<file path="src/rtl/det_pkg.sv">
// Shared types and constants for the sequential 3x3 determinant server.
package det_pkg;

    localparam int unsigned DATA_W_DEF = 8;

    typedef enum logic [1:0] {
        IDLE,
        CALC,
        RESP
    } state_t;

    // Sarrus term order; the accumulator visits them in this sequence.
    localparam logic [2:0] TERM_AEI = 3'd0;
    localparam logic [2:0] TERM_BFG = 3'd1;
    localparam logic [2:0] TERM_CDH = 3'd2;
    localparam logic [2:0] TERM_CEG = 3'd3;
    localparam logic [2:0] TERM_BDI = 3'd4;
    localparam logic [2:0] TERM_AFH = 3'd5;

    // Bit n set means term n is subtracted.
    localparam logic [5:0] TERM_NEG = 6'b111000;

    function automatic int unsigned acc_width(input int unsigned dw);
        return 3 * dw + 2;
    endfunction

    function automatic logic term_is_neg(input logic [2:0] idx);
        logic neg;
        neg = 1'b0;
        if (idx <= TERM_AFH)
            neg = TERM_NEG[idx];
        return neg;
    endfunction

endpackage

</file>
<file path="src/rtl/det_term_mul.sv">
// Combinational signed x*y*z, sign-extended to the full accumulator width.
module det_term_mul #(
    parameter int unsigned DATA_W = 8,
    parameter int unsigned ACC_W  = 26
) (
    input  logic signed [DATA_W-1:0] x,
    input  logic signed [DATA_W-1:0] y,
    input  logic signed [DATA_W-1:0] z,
    output logic signed [ACC_W-1:0]  p
);

    logic signed [ACC_W-1:0] xe;
    logic signed [ACC_W-1:0] ye;
    logic signed [ACC_W-1:0] ze;

    assign xe = {{(ACC_W-DATA_W){x[DATA_W-1]}}, x};
    assign ye = {{(ACC_W-DATA_W){y[DATA_W-1]}}, y};
    assign ze = {{(ACC_W-DATA_W){z[DATA_W-1]}}, z};

    // The exact product fits ACC_W, so keeping the low bits loses nothing.
    assign p = xe * ye * ze;

endmodule

</file>
<file path="src/rtl/det3x3_seq_responder.sv">
// Sequential 3x3 signed determinant: one Sarrus term per cycle through a shared multiplier.
// Define DET_SATURATE_EN to clamp det_res on overflow instead of wrapping.
module det3x3_seq_responder
    import det_pkg::*;
#(
    parameter int unsigned DATA_W = DATA_W_DEF,
    parameter int unsigned ACC_W  = acc_width(DATA_W)
) (
    input  logic                     clk,
    input  logic                     reset,
    input  logic                     req_valid,
    output logic                     req_ready,
    input  logic signed [DATA_W-1:0] a,
    input  logic signed [DATA_W-1:0] b,
    input  logic signed [DATA_W-1:0] c,
    input  logic signed [DATA_W-1:0] d,
    input  logic signed [DATA_W-1:0] e,
    input  logic signed [DATA_W-1:0] f,
    input  logic signed [DATA_W-1:0] g,
    input  logic signed [DATA_W-1:0] h,
    input  logic signed [DATA_W-1:0] i,
    output logic                     rsp_valid,
    input  logic                     rsp_ready,
    output logic signed [ACC_W-1:0]  det_full,
    output logic signed [DATA_W-1:0] det_res,
    output logic                     det_ovf
);

    localparam logic signed [ACC_W-1:0] NMAX = {{(ACC_W-DATA_W+1){1'b0}}, {(DATA_W-1){1'b1}}};
    localparam logic signed [ACC_W-1:0] NMIN = {{(ACC_W-DATA_W+1){1'b1}}, {(DATA_W-1){1'b0}}};

    state_t state;
    state_t state_nxt;

    logic [2:0] idx;
    logic signed [DATA_W-1:0] la, lb, lc, ld, le, lf, lg, lh, li;
    logic signed [DATA_W-1:0] mx, my, mz;
    logic signed [ACC_W-1:0]  acc;
    logic signed [ACC_W-1:0]  term;
    logic signed [ACC_W-1:0]  acc_nxt;
    logic                     ovf_nxt;
    logic signed [DATA_W-1:0] res_nxt;

    always_comb begin
        mx = '0;
        my = '0;
        mz = '0;
        case (idx)
            TERM_AEI: begin mx = la; my = le; mz = li; end
            TERM_BFG: begin mx = lb; my = lf; mz = lg; end
            TERM_CDH: begin mx = lc; my = ld; mz = lh; end
            TERM_CEG: begin mx = lc; my = le; mz = lg; end
            TERM_BDI: begin mx = lb; my = ld; mz = li; end
            TERM_AFH: begin mx = la; my = lf; mz = lh; end
            default:  begin mx = '0; my = '0; mz = '0; end
        endcase
    end

    det_term_mul #(
        .DATA_W(DATA_W),
        .ACC_W (ACC_W)
    ) u_mul (
        .x(mx),
        .y(my),
        .z(mz),
        .p(term)
    );

    always_comb begin
        acc_nxt = term_is_neg(idx) ? (acc - term) : (acc + term);
        ovf_nxt = (acc_nxt > NMAX) || (acc_nxt < NMIN);
`ifdef DET_SATURATE_EN
        if (ovf_nxt)
            res_nxt = acc_nxt[ACC_W-1] ? NMIN[DATA_W-1:0] : NMAX[DATA_W-1:0];
        else
            res_nxt = acc_nxt[DATA_W-1:0];
`else
        res_nxt = acc_nxt[DATA_W-1:0];
`endif
    end

    always_ff @(posedge clk or posedge reset) begin
        if (reset)
            state <= IDLE;
        else
            state <= state_nxt;
    end

    always_comb begin
        state_nxt = state;
        case (state)
            IDLE:    if (req_valid) state_nxt = CALC;
            CALC:    if (idx == TERM_AFH) state_nxt = RESP;
            RESP:    if (rsp_ready) state_nxt = IDLE;
            default: state_nxt = IDLE;
        endcase
    end

    // req_ready is masked by reset because IDLE is also the reset state.
    always_comb begin
        req_ready = (state == IDLE) && !reset;
        rsp_valid = (state == RESP);
    end

    always_ff @(posedge clk or posedge reset) begin
        if (reset) begin
            idx      <= '0;
            acc      <= '0;
            det_full <= '0;
            det_res  <= '0;
            det_ovf  <= 1'b0;
            la <= '0; lb <= '0; lc <= '0;
            ld <= '0; le <= '0; lf <= '0;
            lg <= '0; lh <= '0; li <= '0;
        end else begin
            case (state)
                IDLE: begin
                    if (req_valid) begin
                        la <= a; lb <= b; lc <= c;
                        ld <= d; le <= e; lf <= f;
                        lg <= g; lh <= h; li <= i;
                        acc <= '0;
                        idx <= '0;
                    end
                end
                CALC: begin
                    acc <= acc_nxt;
                    idx <= idx + 3'd1;
                    if (idx == TERM_AFH) begin
                        det_full <= acc_nxt;
                        det_res  <= res_nxt;
                        det_ovf  <= ovf_nxt;
                    end
                end
                default: ;
            endcase
        end
    end

endmodule
</file>
<file path="config.mk">
export PLATFORM = sky130hd
export DESIGN_NAME = det3x3_seq_responder
export DESIGN_NICKNAME = d
export VERILOG_FILES = /design/src/rtl/det_pkg.sv /design/src/rtl/det_term_mul.sv /design/src/rtl/det3x3_seq_responder.sv
export SDC_FILE = /design/constraint.sdc
export NUM_CORES = 1
export LEC_CHECK = 0
export ABC_AREA = 1
export CAP_MARGIN = 10
export CORE_UTILIZATION = 30
export CTS_CLUSTER_SIZE = 20
export DETAILED_ROUTE_END_ITERATION = 8
export PLACE_DENSITY = 0.6
export SYNTH_ARGS = -nofsm -noshare
export SYNTH_HDL_FRONTEND = slang
export SYNTH_SLANG_ARGS = --single-unit
</file>
<file path="constraint.sdc">
create_clock -name clk -period 10.75 [get_ports clk]
set_clock_uncertainty 0.2 [all_clocks]
set_input_delay 2.15 -clock clk [delete_from_list [all_inputs] [get_ports clk]]
set_output_delay 2.15 -clock clk [all_outputs]
set_load 0.1 [all_outputs]
</file>
# [Word-level counts from Yosys, hierarchy flattened]
# Memory sizes are Yosys's and may differ from the RTL's.
# Cells that the tools add are included.
[totals] regBits=138 romBits=8 in_bits=76 out_inout_bits=37 elab_cells=68 memories=1
[classes] add_sub_neg=3 n_mul=2 order_cmp=4 eq_ne=10 muxes=14 n_reduce_logical=19
[mem_list] memory="(no name shown)" depth=8 width=1 rd=1 rd_clocked_by_memory_dff=0 write_ports=0 line_no="det_pkg.sv:31" source="neg = TERM_NEG[idx];"
[ops] cell="8-bit one-hot mux with 3 select lines" count=3
[ops] cell="26-bit 2-to-1 mux" count=2
[ops] cell="26-bit one-hot mux with 2 select lines" count=1
[ops] cell="26-bit adder" count=1
[ops] cell="26-bit by 8-bit greater-than comparator with 1-bit output, second input constant" count=1
[ops] cell="26-bit by 8-bit < comparator with 1-bit output, second input constant" count=1
[ops] cell="26-bit subtractor" count=1
[ops] cell="16-bit by 8-bit multiplier with 24-bit output" count=1
[ops] cell="2-bit OR reduction" count=9
[ops] cell="8-bit by 8-bit multiplier with 16-bit output" count=1
[ops] cell="3-bit by 2-bit equality test with 1-bit output, second input constant" count=2
[ops] cell="3-bit equality test, second input constant" count=2
[ops] cell="2-bit 2-to-1 mux" count=3
[ops] cell="2-bit one-hot mux with 3 select lines" count=1
[ops] cell="3-bit one-hot mux with 2 select lines" count=1
[ops] cell="2-bit AND reduction" count=3
[ops] cell="3-bit by 4-bit < comparator with 1-bit output, second input constant" count=1
[ops] cell="2-bit != test, second input constant" count=2
[ops] cell="3-bit by 1-bit adder with 3-bit output, second input constant" count=1
[ops] cell="3-bit by 1-bit equality test with 1-bit output, second input constant" count=1
[ops] cell="3-bit less-or-equal comparator, second input constant" count=1
[ops] cell="3-bit zero test" count=1
[ops] cell="3-bit 2-to-1 mux" count=1
[ops] cell="3-bit AND reduction" count=1
[ops] cell="9 further kinds" count=10

# [Longest topological paths before layout]
[depth] ltp_word=9 mapped_depth=69 ltp_nobuf=69

# [By module]
# Synthesis repeated with hierarchy kept, for this count alone.
[unflattened] hier_cells=2192 area_unflattened_um2=15755.1
[by_module_without_submodules] module="det3x3_seq_responder" n_inst=1 cells_each=1150 area_each_um2=8222.9 seq_area_each_um2=3253.1
[by_module_without_submodules] module="det_term_mul" n_inst=1 cells_each=1042 area_each_um2=7532.2 seq_area_each_um2=0.0

# [Worst setup path before layout]
# OpenSTA, ideal clock, no wires.
[synth_path] path_kind="register -> register" startpoint="reg idx[0]" endpoint="reg det_ovf" setup_time_ps=120 t_arrival_ps=10827 t_required_ps=10430 slack_ps=-397 path_stages_with_launch=59 n_path_buf=0 synth_period_minus_slack_ps=11147 path_cell_list="dfrtp_1 > inv_1 > ha_1 > inv_2 > nand2_1 > nand2_1 > o221ai_1 > nand2_1 > inv_1 > fa_1 > inv_1 > fa_1 > fa_1 > fa_1 > inv_1 > ha_1 > inv_1 > o311ai_0 > (+23 left out) > nor2_1 > nand4_1 > o21ai_0 > xor2_1 > ha_1 > nand2_1 > nor3_1 > nand3_1 > nand3_1 > nand2_1 > nand2_1 > inv_1 > nor3_1 > nand2_1 > nor2_1 > nand2_1 > nand3_1 > nand2_1"
[synth_via] elab_chain_cells=9 word_cells_on_any_way=31 classes_between="add/sub: 2; mul: 2; order compare: 3; eq/ne: 5; mux: 6; reduce/logical: 12; memory: 1"
[synth_lines] item="start, declared" line_no="det3x3_seq_responder.sv:35" source="logic [2:0] idx;"
[synth_lines] item="start signal, assigned" line_no="det3x3_seq_responder.sv:128" source="idx <= idx + 3'd1;"
[synth_lines] item="3-bit equality test (tied with other cells)" line_no="det3x3_seq_responder.sv:48, det3x3_seq_responder.sv:129"
[synth_lines] item="2-bit OR reduction (no line)"
[synth_lines] item="8-bit one-hot mux with 3 select lines" line_no="det3x3_seq_responder.sv:48" source="case (idx)"
[synth_lines] item="8-bit by 8-bit multiplier with 16-bit output" line_no="det_term_mul.sv:21" source="assign p = xe * ye * ze;"
[synth_lines] item="16-bit by 8-bit multiplier with 24-bit output" line_no="det_term_mul.sv:21"
[synth_lines] item="26-bit adder / 26-bit subtractor (equally long branches)" line_no="det3x3_seq_responder.sv:70" source="acc_nxt = term_is_neg(idx) ? (acc - term) : (acc + term);"
[synth_lines] item="26-bit 2-to-1 mux" line_no="det3x3_seq_responder.sv:70"
[synth_lines] item="26-bit by 8-bit greater-than comparator with 1-bit output / 26-bit by 8-bit < comparator with 1-bit output (equally long branches)" line_no="det3x3_seq_responder.sv:71" source="ovf_nxt = (acc_nxt > NMAX) || (acc_nxt < NMIN);"
[synth_lines] item="1-bit logical OR" line_no="det3x3_seq_responder.sv:71"
[synth_lines] item="end signal, assigned" line_no="det3x3_seq_responder.sv:132" source="det_ovf <= ovf_nxt;"
[synth_lines] item="end, declared" line_no="det3x3_seq_responder.sv:26" source="output logic det_ovf"
# Several ways; a longest one is shown, not always the timed one. The select of a mux whose other input is x is not followed.
# A chain may end at the register's enable or synchronous reset.

# [Worst setup path in the final report]
[layout_path] startpoint="reg idx[1]" endpoint="reg det_ovf"
# The elaborated chain is that of the path after synthesis.

==> results.ini <==
[run_status]
outcome=finished with violations
violations=setup timing

[synth]
syn-instance-count=1924
synth_top_area_cell=dfrtp_1
syn_nets=2265
synth_edf_count=0
synth_area_leaders=dfrtp_1 22%, fa_1 22%, nand2_1 11%
yosysTopAreaCellShare_pct=21.8
ys_types=45
async_reset_ff_share_pct=100
synth_flop_cell=dfrtp_1
synth.most_common_cell=nand2_1
synthTopCellsByCount=452 x nand2_1, 424 x inv_1, 180 x nor2_1
synth_seq_area_share_pct=21.8
syn-cell-area_mm2=0.0149
ys_seq_elements=130
synth_warnings=0
synth_area_per_cell_um2=7.76

[worst_setup_path]
crit_type=register to register
cp_max_fo=8
crit_path_max_incr_delay_ns=0.57
path_depth=67
critPathTopFamily=adder cells
crit_path_top_delay_cell=fa_1
cp.arrival_ns=11.41
path_buf_inv=17
start_kind=register
worstRegToRegCells=67
required_ns=10.88
crit_top_cell=nand2_1
cp-end-kind=register

[cts]
cts_max_level=4
cts_tree=built
cts-buffers-inserted=17
cts.sinks=130
clkLatencyLatePin_ns=0.46
clk_path_buf_depth=2
cts.clk_slew.worst_paths_ns=0.06
cts_hold_buf=0
clockRootBuffer=clkbuf_16

[route]
routed-via-count=14000
ant_nets=0
vias_per_cell=4.59
drc=0
wl_per_cell_um=14.9
dr.first_iter.drc_count=754
first_pass_iters=6
totalWireLength_um=45400

[sta]
setup_ws_ns=-0.525
rsz0062_at_grt=yes
maxSlewViolCount=0
setup_violations=12
finalHoldViolCount=0
worst_slew_pin_slew_ns=1.37
clock.fmax_mhz=88.7
finalCritPeriodShare_pct=105
slew_headroom_pct=8.73
period_minus_slack_ns=11.28

[global_routing]
antenna_found_initial=0
grt_use_total_pct=18.0
grt_pass1_vias=14500
grt_use_met3_pct=1.96
grt.busiest_layer=met2
use_met2_pct=29.8
grt_overflow=0
grt_max_degree=77
grt_pass1_wl_um=72400
met1_usage_pct=24.6

[final_layout]
stdcell_count=3043
syn_to_final_growth_pct=44.1
drive_gt1_share_pct=31.3
insertedDiodeCount=0
nNetsFinal=2707
nFillCells=4774

[placement]
dp_cells=2942
place.port_buffers=112
place.gp.congestion=0.948
dpl_worst_slack_ns=-1.15
hpwl_um=36000

[die]
row_count=81
dieWidth_um=225
dieHeight_um=225
io-pin-count=113
core_area_mm2=0.0491
dieArea_mm2=0.0507
initial_core_util_pct=30.4

[flow_run]
drv_cap=0

[hold_path]
hold_path_class=register to register
holdPathStages=2

cells by family after synthesis:
family                     count (synthesis)  share of synthesized area, %
and+or+nand+nor                          766                          21.4
adders and majority gates                265                          30.3
muxes                                     58                          4.37
AOI/OAI and AO/OA                        181                          6.72
xor gates and xnor gates                  57                          3.34
buffers and inverters                    467                          12.0
DFF                                      130                          21.8
sequential cells by signal, summed over array words and instances (netlist names), 3 cells and up:
signal,flops
acc,26
det_full,26
idx,3
la,8
lb,8
lc,8
ld,8
le,8
lf,8
lg,8
lh,8
li,8
worst reg2reg max path, delay by kind of cell, from the launching register on:
family	cells	cell delay, ns
flops	1	0.41
fa+ha+maj	12	4.77
simple gates	24	2.01
compound gates	11	1.66
buf+inv	17	1.47
xor+xnor	3	0.64
placed cells by master (no fill, tap or decap), types with 58 or more instances in the layout:
master	synthesis	routed
nor2_1	180	151
buf_4	8	334
mux2_2	58	58
ha_1	104	67
inv_1	424	383
clkdlybuf4s50_1	0	112
nand2_1	452	377
fa_1	161	159
nand2_2	7	63
dfrtp_1	130	129
area by class of cell:
cell class,count,area (µm²),area share [%]
well taps,664,831,3.86
flip-flops and latches,130,3250,15.1
multi-input cells,1327,11400,53.0
inverters,429,1630,7.58
clock inverters,15,175,0.814
repair buffers,461,3800,17.6
clock buffers,17,425,1.98
routing by layer:
layer,up-vias,wire length (µm)
li1,6764,-
met1,6800,20800
met2,342,22000
met3,53,1690
met4,0,840
met5,-,0
per-stage QoR:
| step | utilization (%) | setup TNS (ns) | hold WS [ns] | area (µm²) |
|---|---|---|---|---|
| after floorplan | - | 0 | 0.257 | 15000 |
| after global placement | 38.5 | -11.85 | 0.274 | 18900 |
| after detailed placement | 38.5 | -15.15 | 0.277 | 18900 |
| after CTS | 42.0 | -1.07 | 0.291 | 20600 |
| after global routing | 43.9 | -13.29 | 0.309 | 21500 |
| final | 43.9 | -3.02 | 0.287 | 21500 |
repair_timing:
| item | 4_1_cts | 5_1_grt |
|---|---|---|
| pin swaps | 105 | 120 |
| endpoints found under the setup margin | 25 | 29 |
| setup buffers | 38 | 32 |
| hold endpoints to repair | 0 | 0 |
| resized for setup | 196 | 170 |
worst paths after layout:
check	from	endpoint	slack [ns]
max	idx[1]	det_ovf	-0.53
min	det_full[13]	det_full[13]	0.29
max reg2reg	idx[1]	det_ovf	-0.53
min reg2reg	det_full[13]	det_full[13]	0.29
max in group asynchronous	reset	lc[5]	6.92
min in group asynchronous	reset	acc[1]	2.00
Power is left out: the tool's default activity adds up to more than one toggle a clock period on the data nets, which glitch-free logic cannot reach.
